File: src/rtl/rmii_loop_pkg.sv
// Shared types and helpers for the RMII PHY-side loopback model.
//   fifo_entry_t : one buffered byte plus its end-of-frame tag
//   state_t      : replay FSM states
//   dibit_of()   : selects dibit idx (LSB-first) from a byte
package rmii_loop_pkg;

  localparam int DIBITS_PER_BYTE = 4;

  typedef struct packed {
    logic       last;
    logic [7:0] data;
  } fifo_entry_t;

  typedef enum logic [1:0] {
    IDLE,
    SEND,
    DRAIN,
    GAP
  } state_t;

  function automatic logic [1:0] dibit_of(input logic [7:0] b, input logic [1:0] idx);
    return b[{idx, 1'b0} +: 2];
  endfunction

endpackage

File: src/rtl/rmii_loop_fifo.sv
// Show-ahead synchronous FIFO of fifo_entry_t.
// Ports:
//   clk_i, rst_i         clock, async active-high reset
//   push_i, push_data_i  write request and entry (ignored when full)
//   pop_i                read request (ignored when empty)
//   head_o               entry at the read pointer, valid when !empty_o
//   full_o, empty_o      occupancy flags
//   count_o              number of stored entries
module rmii_loop_fifo
  import rmii_loop_pkg::*;
#(
  parameter int DEPTH = 16
) (
  input  logic                       clk_i,
  input  logic                       rst_i,
  input  logic                       push_i,
  input  fifo_entry_t                push_data_i,
  input  logic                       pop_i,
  output fifo_entry_t                head_o,
  output logic                       full_o,
  output logic                       empty_o,
  output logic [$clog2(DEPTH+1)-1:0] count_o
);

  localparam int AW = (DEPTH > 1) ? $clog2(DEPTH) : 1;
  localparam int CW = $clog2(DEPTH + 1);

  fifo_entry_t     mem_q [DEPTH];
  logic [AW-1:0]   wr_ptr_q;
  logic [AW-1:0]   rd_ptr_q;
  logic [CW-1:0]   count_q;
  logic            push_ok;
  logic            pop_ok;

  assign full_o  = (count_q == CW'(DEPTH));
  assign empty_o = (count_q == '0);
  assign count_o = count_q;
  assign head_o  = mem_q[rd_ptr_q];
  assign push_ok = push_i & ~full_o;
  assign pop_ok  = pop_i & ~empty_o;

  always_ff @(posedge clk_i) begin
    if (push_ok) mem_q[wr_ptr_q] <= push_data_i;
  end

  always_ff @(posedge clk_i or posedge rst_i) begin
    if (rst_i) begin
      wr_ptr_q <= '0;
      rd_ptr_q <= '0;
      count_q  <= '0;
    end else begin
      if (push_ok) wr_ptr_q <= (wr_ptr_q == AW'(DEPTH - 1)) ? '0 : wr_ptr_q + 1'b1;
      if (pop_ok)  rd_ptr_q <= (rd_ptr_q == AW'(DEPTH - 1)) ? '0 : rd_ptr_q + 1'b1;
      count_q <= count_q + CW'(push_ok) - CW'(pop_ok);
    end
  end

endmodule

File: src/rtl/rmii_phy_loopback.sv
// PHY-side RMII loopback: captures TX dibits into bytes, buffers them in a
// cut-through FIFO and replays them as an RMII RX stream.
// Ports:
//   ref_clk, rst            50 MHz reference clock, async active-high reset
//   enable                  loopback enable, sampled when tx_en rises
//   rmii_txd, rmii_tx_en    TX dibit stream from the MAC-side converter
//   rmii_rxd, rmii_crs_dv,
//   rmii_rx_err             replayed RX stream (registered)
//   frame_cnt               frames replayed completely
//   overflow, underflow,
//   align_err               sticky error flags
//
// state | meaning
// IDLE  | waiting for START_THRESH bytes or a complete short frame
// SEND  | replaying head entry one dibit per cycle
// DRAIN | underflow recovery: signal rx_err, discard until end of frame
// GAP   | inter-frame gap, crs_dv low for IFG_DIBITS cycles
module rmii_phy_loopback
  import rmii_loop_pkg::*;
#(
  parameter int FIFO_DEPTH   = 16,
  parameter int START_THRESH = 4,
  parameter int IFG_DIBITS   = 48
) (
  input  logic        ref_clk,
  input  logic        rst,
  input  logic        enable,
  input  logic [1:0]  rmii_txd,
  input  logic        rmii_tx_en,
  output logic [1:0]  rmii_rxd,
  output logic        rmii_crs_dv,
  output logic        rmii_rx_err,
  output logic [15:0] frame_cnt,
  output logic        overflow,
  output logic        underflow,
  output logic        align_err
);

  localparam int CW = $clog2(FIFO_DEPTH + 1);
  localparam int GW = $clog2(IFG_DIBITS + 1);
  localparam logic [1:0] LAST_DIBIT = 2'(DIBITS_PER_BYTE - 1);

  // ---------------- capture side ----------------
  logic        tx_en_q;
  logic        admit_q;
  logic [1:0]  cap_cnt_q;
  logic [5:0]  cap_sr_q;
  logic [7:0]  hold_q;
  logic        hold_vld_q;
  logic        align_err_q;
  logic        overflow_q;

  logic        tx_rise;
  logic        tx_fall;
  logic        take;
  logic        byte_done;
  logic        fall_admit;
  logic        push;
  logic        push_ok;
  fifo_entry_t push_entry;

  // fifo
  fifo_entry_t head;
  logic        fifo_full;
  logic        fifo_empty;
  logic [CW-1:0] fifo_count;
  logic        pop;

  assign tx_rise    = rmii_tx_en & ~tx_en_q;
  assign tx_fall    = ~rmii_tx_en & tx_en_q;
  // Admission is decided on the rising edge itself so the first dibit is
  // not lost; afterwards the latched decision holds for the whole frame.
  assign take       = rmii_tx_en & (tx_rise ? enable : admit_q);
  assign byte_done  = take & (cap_cnt_q == LAST_DIBIT);
  assign fall_admit = tx_fall & admit_q;
  assign push       = hold_vld_q & (byte_done | fall_admit);
  assign push_ok    = push & ~fifo_full;
  assign push_entry = '{last: fall_admit, data: hold_q};

  // tx_en_q resets high: a frame already in progress when reset releases
  // is never seen as a rising edge, so its tail is ignored.
  always_ff @(posedge ref_clk or posedge rst) begin
    if (rst) begin
      tx_en_q     <= 1'b1;
      admit_q     <= 1'b0;
      cap_cnt_q   <= '0;
      cap_sr_q    <= '0;
      hold_q      <= '0;
      hold_vld_q  <= 1'b0;
      align_err_q <= 1'b0;
      overflow_q  <= 1'b0;
    end else begin
      tx_en_q <= rmii_tx_en;
      if (tx_rise) admit_q <= enable;
      if (take) begin
        cap_cnt_q <= cap_cnt_q + 2'd1;
        if (byte_done) begin
          hold_q     <= {rmii_txd, cap_sr_q};
          hold_vld_q <= 1'b1;
        end else begin
          cap_sr_q <= {rmii_txd, cap_sr_q[5:2]};
        end
      end
      if (tx_fall) begin
        cap_cnt_q  <= '0;
        hold_vld_q <= 1'b0;
        if (admit_q && cap_cnt_q != '0) align_err_q <= 1'b1;
      end
      if (push && fifo_full) overflow_q <= 1'b1;
    end
  end

  rmii_loop_fifo #(
    .DEPTH(FIFO_DEPTH)
  ) u_fifo (
    .clk_i      (ref_clk),
    .rst_i      (rst),
    .push_i     (push),
    .push_data_i(push_entry),
    .pop_i      (pop),
    .head_o     (head),
    .full_o     (fifo_full),
    .empty_o    (fifo_empty),
    .count_o    (fifo_count)
  );

  // ---------------- replay FSM ----------------
  state_t        state_q, state_d;
  logic [1:0]    rd_cnt_q, rd_cnt_d;
  logic [GW-1:0] gap_q, gap_d;
  logic [1:0]    rxd_q, rxd_d;
  logic          crs_dv_q, crs_dv_d;
  logic          rx_err_q, rx_err_d;
  logic [15:0]   frame_cnt_q;
  logic          underflow_q;
  logic [CW-1:0] last_cnt_q;
  logic          frame_inc;
  logic          underflow_set;

  always_comb begin
    state_d       = state_q;
    rd_cnt_d      = rd_cnt_q;
    gap_d         = gap_q;
    rxd_d         = 2'b00;
    crs_dv_d      = 1'b0;
    rx_err_d      = 1'b0;
    pop           = 1'b0;
    frame_inc     = 1'b0;
    underflow_set = 1'b0;
    unique case (state_q)
      IDLE: begin
        if (fifo_count >= CW'(START_THRESH) || last_cnt_q != '0) begin
          state_d  = SEND;
          rxd_d    = dibit_of(head.data, 2'd0);
          crs_dv_d = 1'b1;
          rd_cnt_d = 2'd1;
        end
      end
      SEND: begin
        crs_dv_d = 1'b1;
        if (rd_cnt_q == 2'd0 && fifo_empty) begin
          underflow_set = 1'b1;
          rx_err_d      = 1'b1;
          state_d       = DRAIN;
        end else begin
          rxd_d = dibit_of(head.data, rd_cnt_q);
          if (rd_cnt_q == LAST_DIBIT) begin
            pop      = 1'b1;
            rd_cnt_d = 2'd0;
            if (head.last) begin
              state_d   = GAP;
              gap_d     = GW'(IFG_DIBITS - 1);
              frame_inc = 1'b1;
            end
          end else begin
            rd_cnt_d = rd_cnt_q + 2'd1;
          end
        end
      end
      DRAIN: begin
        crs_dv_d = 1'b1;
        rx_err_d = 1'b1;
        // Remaining bytes of the broken frame are discarded as they arrive.
        if (!fifo_empty) begin
          pop = 1'b1;
          if (head.last) begin
            state_d = GAP;
            gap_d   = GW'(IFG_DIBITS - 1);
          end
        end
      end
      GAP: begin
        if (gap_q == '0) state_d = IDLE;
        else             gap_d   = gap_q - 1'b1;
      end
      default: state_d = IDLE;
    endcase
  end

  always_ff @(posedge ref_clk or posedge rst) begin
    if (rst) begin
      state_q     <= IDLE;
      rd_cnt_q    <= '0;
      gap_q       <= '0;
      rxd_q       <= '0;
      crs_dv_q    <= 1'b0;
      rx_err_q    <= 1'b0;
      frame_cnt_q <= '0;
      underflow_q <= 1'b0;
      last_cnt_q  <= '0;
    end else begin
      state_q  <= state_d;
      rd_cnt_q <= rd_cnt_d;
      gap_q    <= gap_d;
      rxd_q    <= rxd_d;
      crs_dv_q <= crs_dv_d;
      rx_err_q <= rx_err_d;
      if (frame_inc)     frame_cnt_q <= frame_cnt_q + 16'd1;
      if (underflow_set) underflow_q <= 1'b1;
      // Number of complete frames buffered; lets short frames start early.
      last_cnt_q <= last_cnt_q + CW'(push_ok & push_entry.last) - CW'(pop & head.last);
    end
  end

  assign rmii_rxd    = rxd_q;
  assign rmii_crs_dv = crs_dv_q;
  assign rmii_rx_err = rx_err_q;
  assign frame_cnt   = frame_cnt_q;
  assign overflow    = overflow_q;
  assign underflow   = underflow_q;
  assign align_err   = align_err_q;

endmodule

File: config.mk
export PLATFORM = sky130hd
export DESIGN_NAME = rmii_phy_loopback
export DESIGN_NICKNAME = d
export VERILOG_FILES = /design/src/rtl/rmii_loop_pkg.sv /design/src/rtl/rmii_loop_fifo.sv /design/src/rtl/rmii_phy_loopback.sv
export SDC_FILE = /design/constraint.sdc
export NUM_CORES = 1
export LEC_CHECK = 0
export ABC_AREA = 1
export CAP_MARGIN = 20
export CELL_PAD_IN_SITES_DETAIL_PLACEMENT = 0
export CELL_PAD_IN_SITES_GLOBAL_PLACEMENT = 2
export CORE_AREA = 4 4 162 164
export DETAILED_ROUTE_END_ITERATION = 12
export DIE_AREA = 0 0 166 168
export PLACE_DENSITY_LB_ADDON = 0.3
export SETUP_SLACK_MARGIN = 0.3
export SLEW_MARGIN = 10
export SYNTH_ARGS = -nofsm -noshare
export SYNTH_HDL_FRONTEND = slang
export SYNTH_SLANG_ARGS = --single-unit
File: constraint.sdc
create_clock -name ref_clk -period 3.2 [get_ports ref_clk]
set_input_delay 0.48 -clock ref_clk [delete_from_list [all_inputs] [get_ports ref_clk]]
set_output_delay 0.48 -clock ref_clk [all_outputs]
set_load 0.05 [all_outputs]
==> results.yml <==
synthesis:
  syn_inst: 1009
  ys_seq_area_frac: 0.604
  yosysWarnings: 0
  synth_most_common_cell: "nand2_1"
  synth-edff-count: 144
  synth_top_cell_by_area: "edfxtp_1"
  synth_cell_types: 46
  synth_seq_cells: 214
  ys_async_sr_fraction: 0.327
  ys.flop_type: "edfxtp_1"
  avgSynthCellArea_um2: 9.97
  syn_nets: 1046
  ys_top_cells_by_count: "289 x nand2_1, 144 x edfxtp_1, 115 x inv_1"
  yosysTopAreaCellShare: 0.430
  synth_area_um2: 10100
  synth_area_leaders: "edfxtp_1 43%, dfrtp_1 17%, nand2_1 11%, nand3_1 4.5%, inv_1 4.3%"
die:
  dieArea_um2: 27900
  fp.dieW_um: 166
  ios: 29
  floorplan.initialDensity: 0.404
  fp-row-count: 58
  core_um2: 24900
  die_height_um: 168
cts:
  clk_latency_ns: 0.54
  cts_buffer_depth: 3
  hold_buffers: 0
  h-tree-depth: 1
  cts_buffers: 24
  cts_root_buf: "clkbuf_16"
  cts_tree: "done"
  cts.sinks: 214
  clk_pin_slew_ns: 0.06
setup_path:
  worst-path-buf-inv: 3
  cpMaxStageDelayCell: "dfrtp_2"
  cp.depth: 16
  crit_type: "flip-flop to flip-flop"
  worstPathRequired_ns: 3.59
  cp-startpoint: "u_fifo.rd_ptr_q[0]"
  reg2reg_depth: 16
  r2r-start: "u_fifo.rd_ptr_q[0]"
  end_kind: "flip-flop"
  cp_top_family: "adder cells"
  start_kind: "flip-flop"
  crit_chain: "buf_4 -> nor2_2 -> nor2_2 -> o21ai_1 -> o211ai_2 -> nand3_4 -> nand2_4 -> and3_4 -> ha_1 -> inv_1 -> ha_1 -> inv_1 -> fa_2 -> o21ai_2 -> a21oi_1 -> xor2_1"
  cp.arrival_ns: 3.10
  path_max_fanout: 8
  worst_path_largest_cell_delay_ns: 0.44
grt:
  grt_max_degree: 40
  grt_pass1_vias: 6598
  grt_use_total: 0.161
  overflow: 0
  grt_pass1_wl_mm: 36.3
  antenna_found_initial: 0
power_and_ir_drop:
  pwr-share-comb: 0.340
  power_mw: 9.97
  power_density_nw_per_um2: 858
  power.share.clock: 0.268
  vdd_drop_max_v: 0.000430
  p_int_mw: 6.20
  switching_share: 0.378
  leakage_nw: 5.05
  seqPwrFrac: 0.392
  power.switching_mw: 3.77
placement:
  pre_cts_slack_ns: 0.0852
  dp_hpwl_mm: 15.0
  place_inst: 1373
  io_buffers: 28
  gp_congestion: 0.785
final_layout:
  fin_nets: 1112
  layout-drive-gt1-share: 0.113
  diodes: 0
  syn_to_final_growth_pct: 15.4
  finish.utilization: 0.467
  final_cells: 1423
drt:
  vias: 6703
  dr.pass1.iters: 5
  ant_nets: 0
  drt-wirelength-per-cell_um: 15.7
  drt_iter0_drc: 369
  drc: 0
  drt_wl_total_mm: 22.3
  avgViaCountPerCell: 4.71
worst_hold_path:
  hold_class: "input pin to asynchronous set/reset pin"
timing:
  hold_viol_final: 0
  fin_ws_ns: 0.493
  period_needed_ns: 2.71
  fin_setup_tns_ns: 0
  slew_violations: 0
  max_slew_margin: 0.515
  rsz0062_at_grt: "true"
  timing.fmax_mhz: 369
  clock_skew_ns: 0.0336
  worstMarginPinSlew_ns: 0.726
  fin_crit_sh: 0.846
  setup_violations: 0
run_status:
  outcome: "finished, final reports clean"
run:
  cap_violations: 0
## cells in the final DEF, fill, tap and decap left out, drive strengths merged, types with 2 or more instances in the layout
cell,synthesis,final
a21oi,14,14
buf,29,43
clkbuf,2,34
clkdlybuf4s50,0,28
clkinv,1,9
clkinvlp,0,2
dfrtp,69,69
edfxtp,144,144
fa,2,2
ha,29,29
inv,120,119
nand2,307,307
nand3,94,94
nand4,9,9
nor2,86,86
nor3,4,4
nor4,2,2
o211ai,3,3
o21a,3,3
o21ai,52,52
o21bai,2,2
or2,3,3
xnor2,10,10
xor2,17,17
## sequential cells by signal (all words and copies together) (netlist names)
name and count:
cap_cnt_q 2, rmii_crs_dv 1, state_q 2, rd_cnt_q 2, last_cnt_q 5, rmii_rxd 2, rmii_rx_err 1, u_fifo.wr_ptr_q 4
align_err 1, underflow 1, hold_vld_q 1, u_fifo.mem_q 144, hold_q 8, frame_cnt 16, tx_en_q 1, overflow 1
gap_q 6, u_fifo.count_o 5, admit_q 1, cap_sr_q 6, u_fifo.rd_ptr_q 4
## layer usage
layer / global-route usage / share of wire
met1: 0.231 / 0.48
met2: 0.263 / 0.47
met3: 0.0221 / 0.037
met4: 0.0384 / 0.016
met5: 0 / 0
## cell families (layout without fill, tap and decap cells)
kind of cell               count (synthesis)  after routing  share of synthesized area
xor gates and xnor gates                  27             27                     0.0235
adders and majority gates                 31             31                     0.0400
buffers and inverters                    152            236                     0.0730
and+or+nand+nor                          507            507                      0.216
AOI/OAI and AO/OA                         78             78                     0.0435
DFF                                      214            214                      0.604
## through the flow
| stage | hold slack, ns | instance area, um^2 |
|---|---|---|
| 2_1_floorplan | 0.443 | 10100 |
| 3_3_place_gp | 0.458 | 10800 |
| 5_1_grt | 0.415 | 11600 |
| 4_1_cts | 0.374 | 11600 |
| 6_report | 0.373 | 11600 |
| 3_5_place_dp | 0.461 | 10800 |
## power by group through the flow
| stage | registers [mW] | logic, mW | clock network, mW |
|---|---|---|---|
| 6_report | 3.91 | 3.39 | 2.67 |
| 5_1_grt | 3.99 | 3.87 | 2.87 |
| 4_1_cts | 3.93 | 3.41 | 2.76 |
| 3_5_place_dp | 3.98 | 3.34 | 0 |
| 3_3_place_gp | 3.97 | 3.31 | 0 |
| 2_1_floorplan | 3.93 | 2.46 | 0 |
## final cells by class
type / count / area [um^2]
fill: 2384 / 13300
sequential: 214 / 6080
multi-input combinational: 643 / 3270
clock buffer: 34 / 678
timing repair buffer: 71 / 616
inverter: 121 / 458
tap: 330 / 413
clock inverter: 10 / 101
## final timing paths
| kind | slack [ns] | to |
|---|---|---|
| min in group ref_clk | 0.46 | cap_sr_q[3] |
| min | 0.37 | hold_q[7] |
| max reg2reg | 0.49 | last_cnt_q[4] |
| max in group asynchronous | 2.19 | rd_cnt_q[1] |
| max | 0.49 | last_cnt_q[4] |
| min reg2reg | 0.46 | cap_sr_q[3] |
## timing repair
item	in CTS	in global routing
endpoints found under the setup margin	1	2
pin swaps	1	1
gates resized for setup	3	5
buffers inserted	3	3
No activity file was read; power rests on OpenSTA's default activity.
